## config.mk

```make
export PLATFORM = sky130hd
export DESIGN_NAME = pcs_code_group_tx
export DESIGN_NICKNAME = d
export VERILOG_FILES = /design/src/rtl/pcs_code_group_tx.sv
export SDC_FILE = /design/constraint.sdc
export NUM_CORES = 1
export LEC_CHECK = 0
export ABC_AREA = 1
export CORE_MARGIN = 3
export CORE_UTILIZATION = 40
export CTS_BUF_LIST = sky130_fd_sc_hd__clkbuf_4
export DETAILED_ROUTE_END_ITERATION = 7
export GPL_ROUTABILITY_DRIVEN = 0
export PLACE_DENSITY = 0.65
export RECOVER_POWER = 25
export SETUP_SLACK_MARGIN = 0.15
export SKIP_LAST_GASP = 1
export SLEW_MARGIN = 20
export SYNTH_ARGS = -nofsm -noshare
export SYNTH_HDL_FRONTEND = slang
export SYNTH_SLANG_ARGS = --single-unit
```

## constraint.sdc

```tcl
create_clock -name GTX_CLK -period 7.1 [get_ports GTX_CLK]
set_input_delay 1.42 -clock GTX_CLK [delete_from_list [all_inputs] [get_ports GTX_CLK]]
set_output_delay 1.42 -clock GTX_CLK [all_outputs]
set_load 0.03 [all_outputs]
```

## src/rtl/pcs_code_group_tx.sv

```systemverilog
// 1000BASE-X PCS transmit code-group generator with 8B/10B encoding.
// Define TX_CG_PIPE_EN to add one extra output register stage.
module pcs_code_group_tx (
  input  logic       GTX_CLK,
  input  logic       mr_main_reset,
  input  logic [2:0] tx_o_set,
  input  logic [7:0] TXD,
  output logic [9:0] tx_code_group,
  output logic       tx_even,
  output logic       TX_OSET_indicate,
  output logic       tx_disparity
);

  typedef enum logic [1:0] {
    GENERATE_CODE_GROUPS,
    IDLE_I2B,
    SPECIAL_GO,
    DATA_GO
  } state_t;

  localparam logic [7:0] D16_2 = 8'h50;
  localparam logic [7:0] D5_6  = 8'hC5;

  state_t     state_q, state_d;
  logic [9:0] cg_q, cg_d;
  logic       even_q, even_d;
  logic       ind_q, ind_d;
  logic       rd_q, rd_d;
  logic       samp, is_idle, is_data;
  logic [7:0] byte_sel;
  logic [10:0] enc;
  logic [9:0] k_cg;

  function automatic logic [5:0] enc6(input logic [4:0] x);
    logic [5:0] c;
    case (x)
      5'd0:  c = 6'b100111;
      5'd1:  c = 6'b011101;
      5'd2:  c = 6'b101101;
      5'd3:  c = 6'b110001;
      5'd4:  c = 6'b110101;
      5'd5:  c = 6'b101001;
      5'd6:  c = 6'b011001;
      5'd7:  c = 6'b111000;
      5'd8:  c = 6'b111001;
      5'd9:  c = 6'b100101;
      5'd10: c = 6'b010101;
      5'd11: c = 6'b110100;
      5'd12: c = 6'b001101;
      5'd13: c = 6'b101100;
      5'd14: c = 6'b011100;
      5'd15: c = 6'b010111;
      5'd16: c = 6'b011011;
      5'd17: c = 6'b100011;
      5'd18: c = 6'b010011;
      5'd19: c = 6'b110010;
      5'd20: c = 6'b001011;
      5'd21: c = 6'b101010;
      5'd22: c = 6'b011010;
      5'd23: c = 6'b111010;
      5'd24: c = 6'b110011;
      5'd25: c = 6'b100110;
      5'd26: c = 6'b010110;
      5'd27: c = 6'b110110;
      5'd28: c = 6'b001110;
      5'd29: c = 6'b101110;
      5'd30: c = 6'b011110;
      default: c = 6'b101011;
    endcase
    return c;
  endfunction

  function automatic logic [3:0] enc4(input logic [2:0] y, input logic a7);
    logic [3:0] c;
    case (y)
      3'd0: c = 4'b1011;
      3'd1: c = 4'b1001;
      3'd2: c = 4'b0101;
      3'd3: c = 4'b1100;
      3'd4: c = 4'b1101;
      3'd5: c = 4'b1010;
      3'd6: c = 4'b0110;
      default: c = a7 ? 4'b0111 : 4'b1110;
    endcase
    return c;
  endfunction

  // Tables hold the RD- column; RD+ is the complement for unbalanced codes.
  function automatic logic [10:0] enc8b10b(input logic [7:0] d, input logic rd);
    logic [4:0] x;
    logic [2:0] y;
    logic [5:0] c6;
    logic [3:0] c4;
    logic bal6, bal4, rd1, rd2, a7;
    x = d[4:0];
    y = d[7:5];
    c6 = enc6(x);
    bal6 = ($countones(c6) == 3);
    if (rd && (!bal6 || x == 5'd7)) c6 = ~c6;
    rd1 = bal6 ? rd : ~rd;
    a7 = (!rd1 && (x == 5'd17 || x == 5'd18 || x == 5'd20)) ||
         (rd1 && (x == 5'd11 || x == 5'd13 || x == 5'd14));
    c4 = enc4(y, a7);
    bal4 = ($countones(c4) == 2);
    if (rd1 && (!bal4 || y == 3'd3)) c4 = ~c4;
    rd2 = bal4 ? rd1 : ~rd1;
    return {rd2, c6, c4};
  endfunction

  assign samp    = (state_q != IDLE_I2B);
  assign is_idle = (tx_o_set == 3'b000);
  assign is_data = (tx_o_set == 3'b101);

  always_comb begin
    state_d = GENERATE_CODE_GROUPS;
    if (samp) begin
      unique case (1'b1)
        is_idle: state_d = even_q ? GENERATE_CODE_GROUPS : IDLE_I2B;
        is_data: state_d = DATA_GO;
        default: state_d = SPECIAL_GO;
      endcase
    end
  end

  // In IDLE_I2B, rd_q is RD after K28.5, i.e. the inverse of RD before it.
  always_comb begin
    byte_sel = TXD;
    if (state_q == IDLE_I2B) byte_sel = rd_q ? D16_2 : D5_6;
    else if (is_idle) byte_sel = D16_2;
  end

  assign enc = enc8b10b(byte_sel, rd_q);

  always_comb begin
    case (tx_o_set)
      3'b001:  k_cg = rd_q ? 10'h097 : 10'h368;
      3'b010:  k_cg = rd_q ? 10'h117 : 10'h2E8;
      3'b011:  k_cg = rd_q ? 10'h057 : 10'h3A8;
      default: k_cg = rd_q ? 10'h217 : 10'h1E8;
    endcase
  end

  always_comb begin
    cg_d   = enc[9:0];
    rd_d   = enc[10];
    ind_d  = 1'b1;
    even_d = ~even_q;
    unique case (state_d)
      IDLE_I2B: begin
        cg_d  = rd_q ? 10'h305 : 10'h0FA;
        rd_d  = ~rd_q;
        ind_d = 1'b0;
      end
      SPECIAL_GO: begin
        cg_d = k_cg;
        rd_d = rd_q;
      end
      DATA_GO: ind_d = 1'b1;
      GENERATE_CODE_GROUPS: ind_d = (state_q == IDLE_I2B);
    endcase
  end

  always_ff @(posedge GTX_CLK) begin
    if (!mr_main_reset) begin
      state_q <= GENERATE_CODE_GROUPS;
      cg_q    <= 10'h0FA;
      even_q  <= 1'b0;
      ind_q   <= 1'b0;
      rd_q    <= 1'b0;
    end else begin
      state_q <= state_d;
      cg_q    <= cg_d;
      even_q  <= even_d;
      ind_q   <= ind_d;
      rd_q    <= rd_d;
    end
  end

`ifdef TX_CG_PIPE_EN
  logic [9:0] cg_p_q;
  logic       even_p_q, ind_p_q, rd_p_q;

  always_ff @(posedge GTX_CLK) begin
    if (!mr_main_reset) begin
      cg_p_q   <= 10'h0FA;
      even_p_q <= 1'b0;
      ind_p_q  <= 1'b0;
      rd_p_q   <= 1'b0;
    end else begin
      cg_p_q   <= cg_q;
      even_p_q <= even_q;
      ind_p_q  <= ind_q;
      rd_p_q   <= rd_q;
    end
  end

  assign tx_code_group    = cg_p_q;
  assign tx_even          = even_p_q;
  assign TX_OSET_indicate = ind_p_q;
  assign tx_disparity     = rd_p_q;
`else
  assign tx_code_group    = cg_q;
  assign tx_even          = even_q;
  assign TX_OSET_indicate = ind_q;
  assign tx_disparity     = rd_q;
`endif

endmodule

```

==> metrics.txt <==
DRT Pass-1 Iters 4; Slew Limit Headroom 69.6%; Layout Utilization approximately three quarters; multi-input logic area 0.00125 mm^2; die height between 60 and 70 um; setup violators final 0; Crit path top cell by count buf_4; fin nets 401; n_diodes 0; via count roughly 2100; DRC violations left 0; Reg area 300 um^2; Avg Cell Area, Syn 6.19 um^2; TritonCTS Buffers 3; vias in the first global route approximately 1900; final worst setup slack 0.0952 ns; Netlist cell types 32; DIE WIDTH 68.5 um; setup TNS 0 ns; Crit Path Max Fanout 6; P_leak 1.50 nW; htree depth 1; core footprint 0.00372 mm^2; clock root buffer clkbuf_4; Bufs on Longest Clock Path 2; Synth top area share between 10% and 20%; Data arrival, critical path 7.23 ns; dpl ws -0.576 ns; CTS sink cnt 15; slowest CP cell nor2_8; post-DP HPWL about 3200 um; sequential area share after synthesis 19.2%; commonest non-fill, non-tap cell in the layout buf_4; Pwr Density between 200 and 250 mW/mm^2; outcome finished clean; starting density of the core a little over two fifths; P&R area growth vs syn 82.4%; critical path startpoint category primary input; ranking of synthesized cells by area dfxtp_1, nand2_1, inv_1, ha_1, nor2_1; Tot GR Track Use 23.4%; Ys Warns 0; worst min-delay path class flop to flop; Filler cells 260; max-slew violations 0; DR iter-0 viols 150; Final Critical Period 7.00 ns; delay of the slowest cell on the worst path 0.19 ns; residual overflow from global routing 0; unrepaired setup endpoints after global routing true; ANT nets after route 0; Max VDD drop about 89 uV; I/O pin count 26; Setup CP Type primary input to flop; Max Clk Rate 143 MHz; # port buffers 25; Vias per Instance 4.99; global-route wire length before repair around 8000 um; WL per Instance 14.3 um; post-synthesis net count 278; FP Rows 22; CTS tree built; most frequent cells in the layout buf_4, nand2_1, inv_1, nor2_1, dfxtp_1; final hold violations 0; Critical Path Sink Type flop; Final period util 98.7%; Routed WL 6030 um; clock slew at reported path FFs 0.08 ns; Post-Syn Instances 252; Critical Path RT 7.32 ns; Clock Latency Late Sink 0.28 ns; Clock Skew 0.00549 ns; measured slew at the worst slew-check pin approximately 0.46 ns; synthesized area 0.00156 mm^2; total of max-cap violations 0; Die ar. 0.00469 mm^2; #FFs+latches synth 15; top cell type by total area after synthesis dfxtp_1; share of cells above drive strength 1 46.3%; pin count of the biggest net entering global routing 11; initial antenna violation count 0
==> worst max-delay path, delay by kind of cell <==
kind / cells / cell delay, ns
AO/OA/AOI/OAI: 4 / 0.40
buffers and inverters: 41 / 4.93
AND/OR/NAND/NOR: 4 / 0.44
==> logic make-up after synthesis <==
group / Yosys count / synth area share, %
buffers and inverters: 56 / 13.8
AO/OA/AOI/OAI: 49 / 19.3
flip-flops: 15 / 19.2
adder cells (fa/ha/maj): 13 / 12.3
AND/OR/NAND/NOR: 119 / 35.3
==> repair_timing <==
item	in CTS	in global routing
pin swaps	12	32
resized for setup	15	73
endpoints found under the setup margin	5	6
buffers inserted	39	8
hold buffers	0	0
==> final timing paths <==
path / start / endpoint / slack [ns] / cells after the start
worst max-delay path: tx_o_set[0] / tx_code_group[7]$_SDFF_PN1_ / 0.1 / 49
worst min-delay path: tx_even$_SDFF_PN0_ / tx_even$_SDFF_PN0_ / 0.45 / 1
worst max register to register: tx_disparity$_SDFFE_PN0N_ / tx_code_group[7]$_SDFF_PN1_ / 0.73 / 47
worst min register to register: tx_even$_SDFF_PN0_ / tx_even$_SDFF_PN0_ / 0.45 / 1
==> registers in the layout, indices dropped and copies added, names as in the netlist <==
name / count
tx_even: 1
tx_disparity: 1
TX_OSET_indicate: 1
state_q: 2
tx_code_group: 10
==> cell usage after synthesis <==
cell type / instances
nand2_1: 60
inv_1: 47
nor2_1: 25
nand3_1: 18
dfxtp_1: 15
a21oi_1: 13
o21ai_0: 13
ha_1: 9
o21ai_1: 9
inv_2: 7
nand2_2: 6
fa_1: 4
nor2_2: 3
o21ai_2: 3
nor2_4: 2
o311ai_0: 2
a21oi_2: 1
a31oi_1: 1
a31oi_2: 1
buf_2: 1
buf_4: 1
nand2_4: 1
nand2_8: 1
nor2_8: 1
nor3_1: 1
o2111ai_1: 1
o211ai_1: 1
o21ai_4: 1
o22ai_1: 1
o31ai_1: 1
o41ai_1: 1
or2_1: 1
==> per-layer routing <==
metal / vias to the layer above / GRT usage (%) / wire, um
met5: - / 0 / 0
met4: 0 / 11.4 / 374
met3: 35 / 0.657 / 297
met2: 95 / 41.5 / 2960
met1: 933 / 28.6 / 2400
li1: 1041 / - / -
==> power by group <==
part	switching, W	leakage [nW]	internal [W]	total (W)
clock network	0.0000235	0.0184	0.0000256	0.0000491
registers	0.00000741	0.125	0.0000992	0.000107
logic	0.000252	1.36	0.000228	0.000480
total	0.000282	1.50	0.000353	0.000636
==> layout make-up <==
| class | instances | share of cell area (%) |
|---|---|---|
| well taps | 48 | 2.11 |
| clock buffers | 4 | 1.06 |
| inverters | 54 | 7.56 |
| multi-input cells | 181 | 43.8 |
| flip-flops and latches | 15 | 10.6 |
| repair buffers | 120 | 34.9 |
==> through the flow <==
stage | cell area [um^2] | hold slack [ns] | power [W] | instances
after detailed placement | 2220 | 0.442 | 0.000422 | 371
after global placement | 2220 | 0.426 | 0.000415 | 371
after floorplan | 1560 | 0.548 | 0.000298 | 252
after CTS | 2570 | 0.457 | 0.000544 | 414
after global routing | 2850 | 0.492 | 0.000680 | 422
final | 2850 | 0.453 | 0.000636 | 422
No activity file was read; power rests on OpenSTA's default activity.
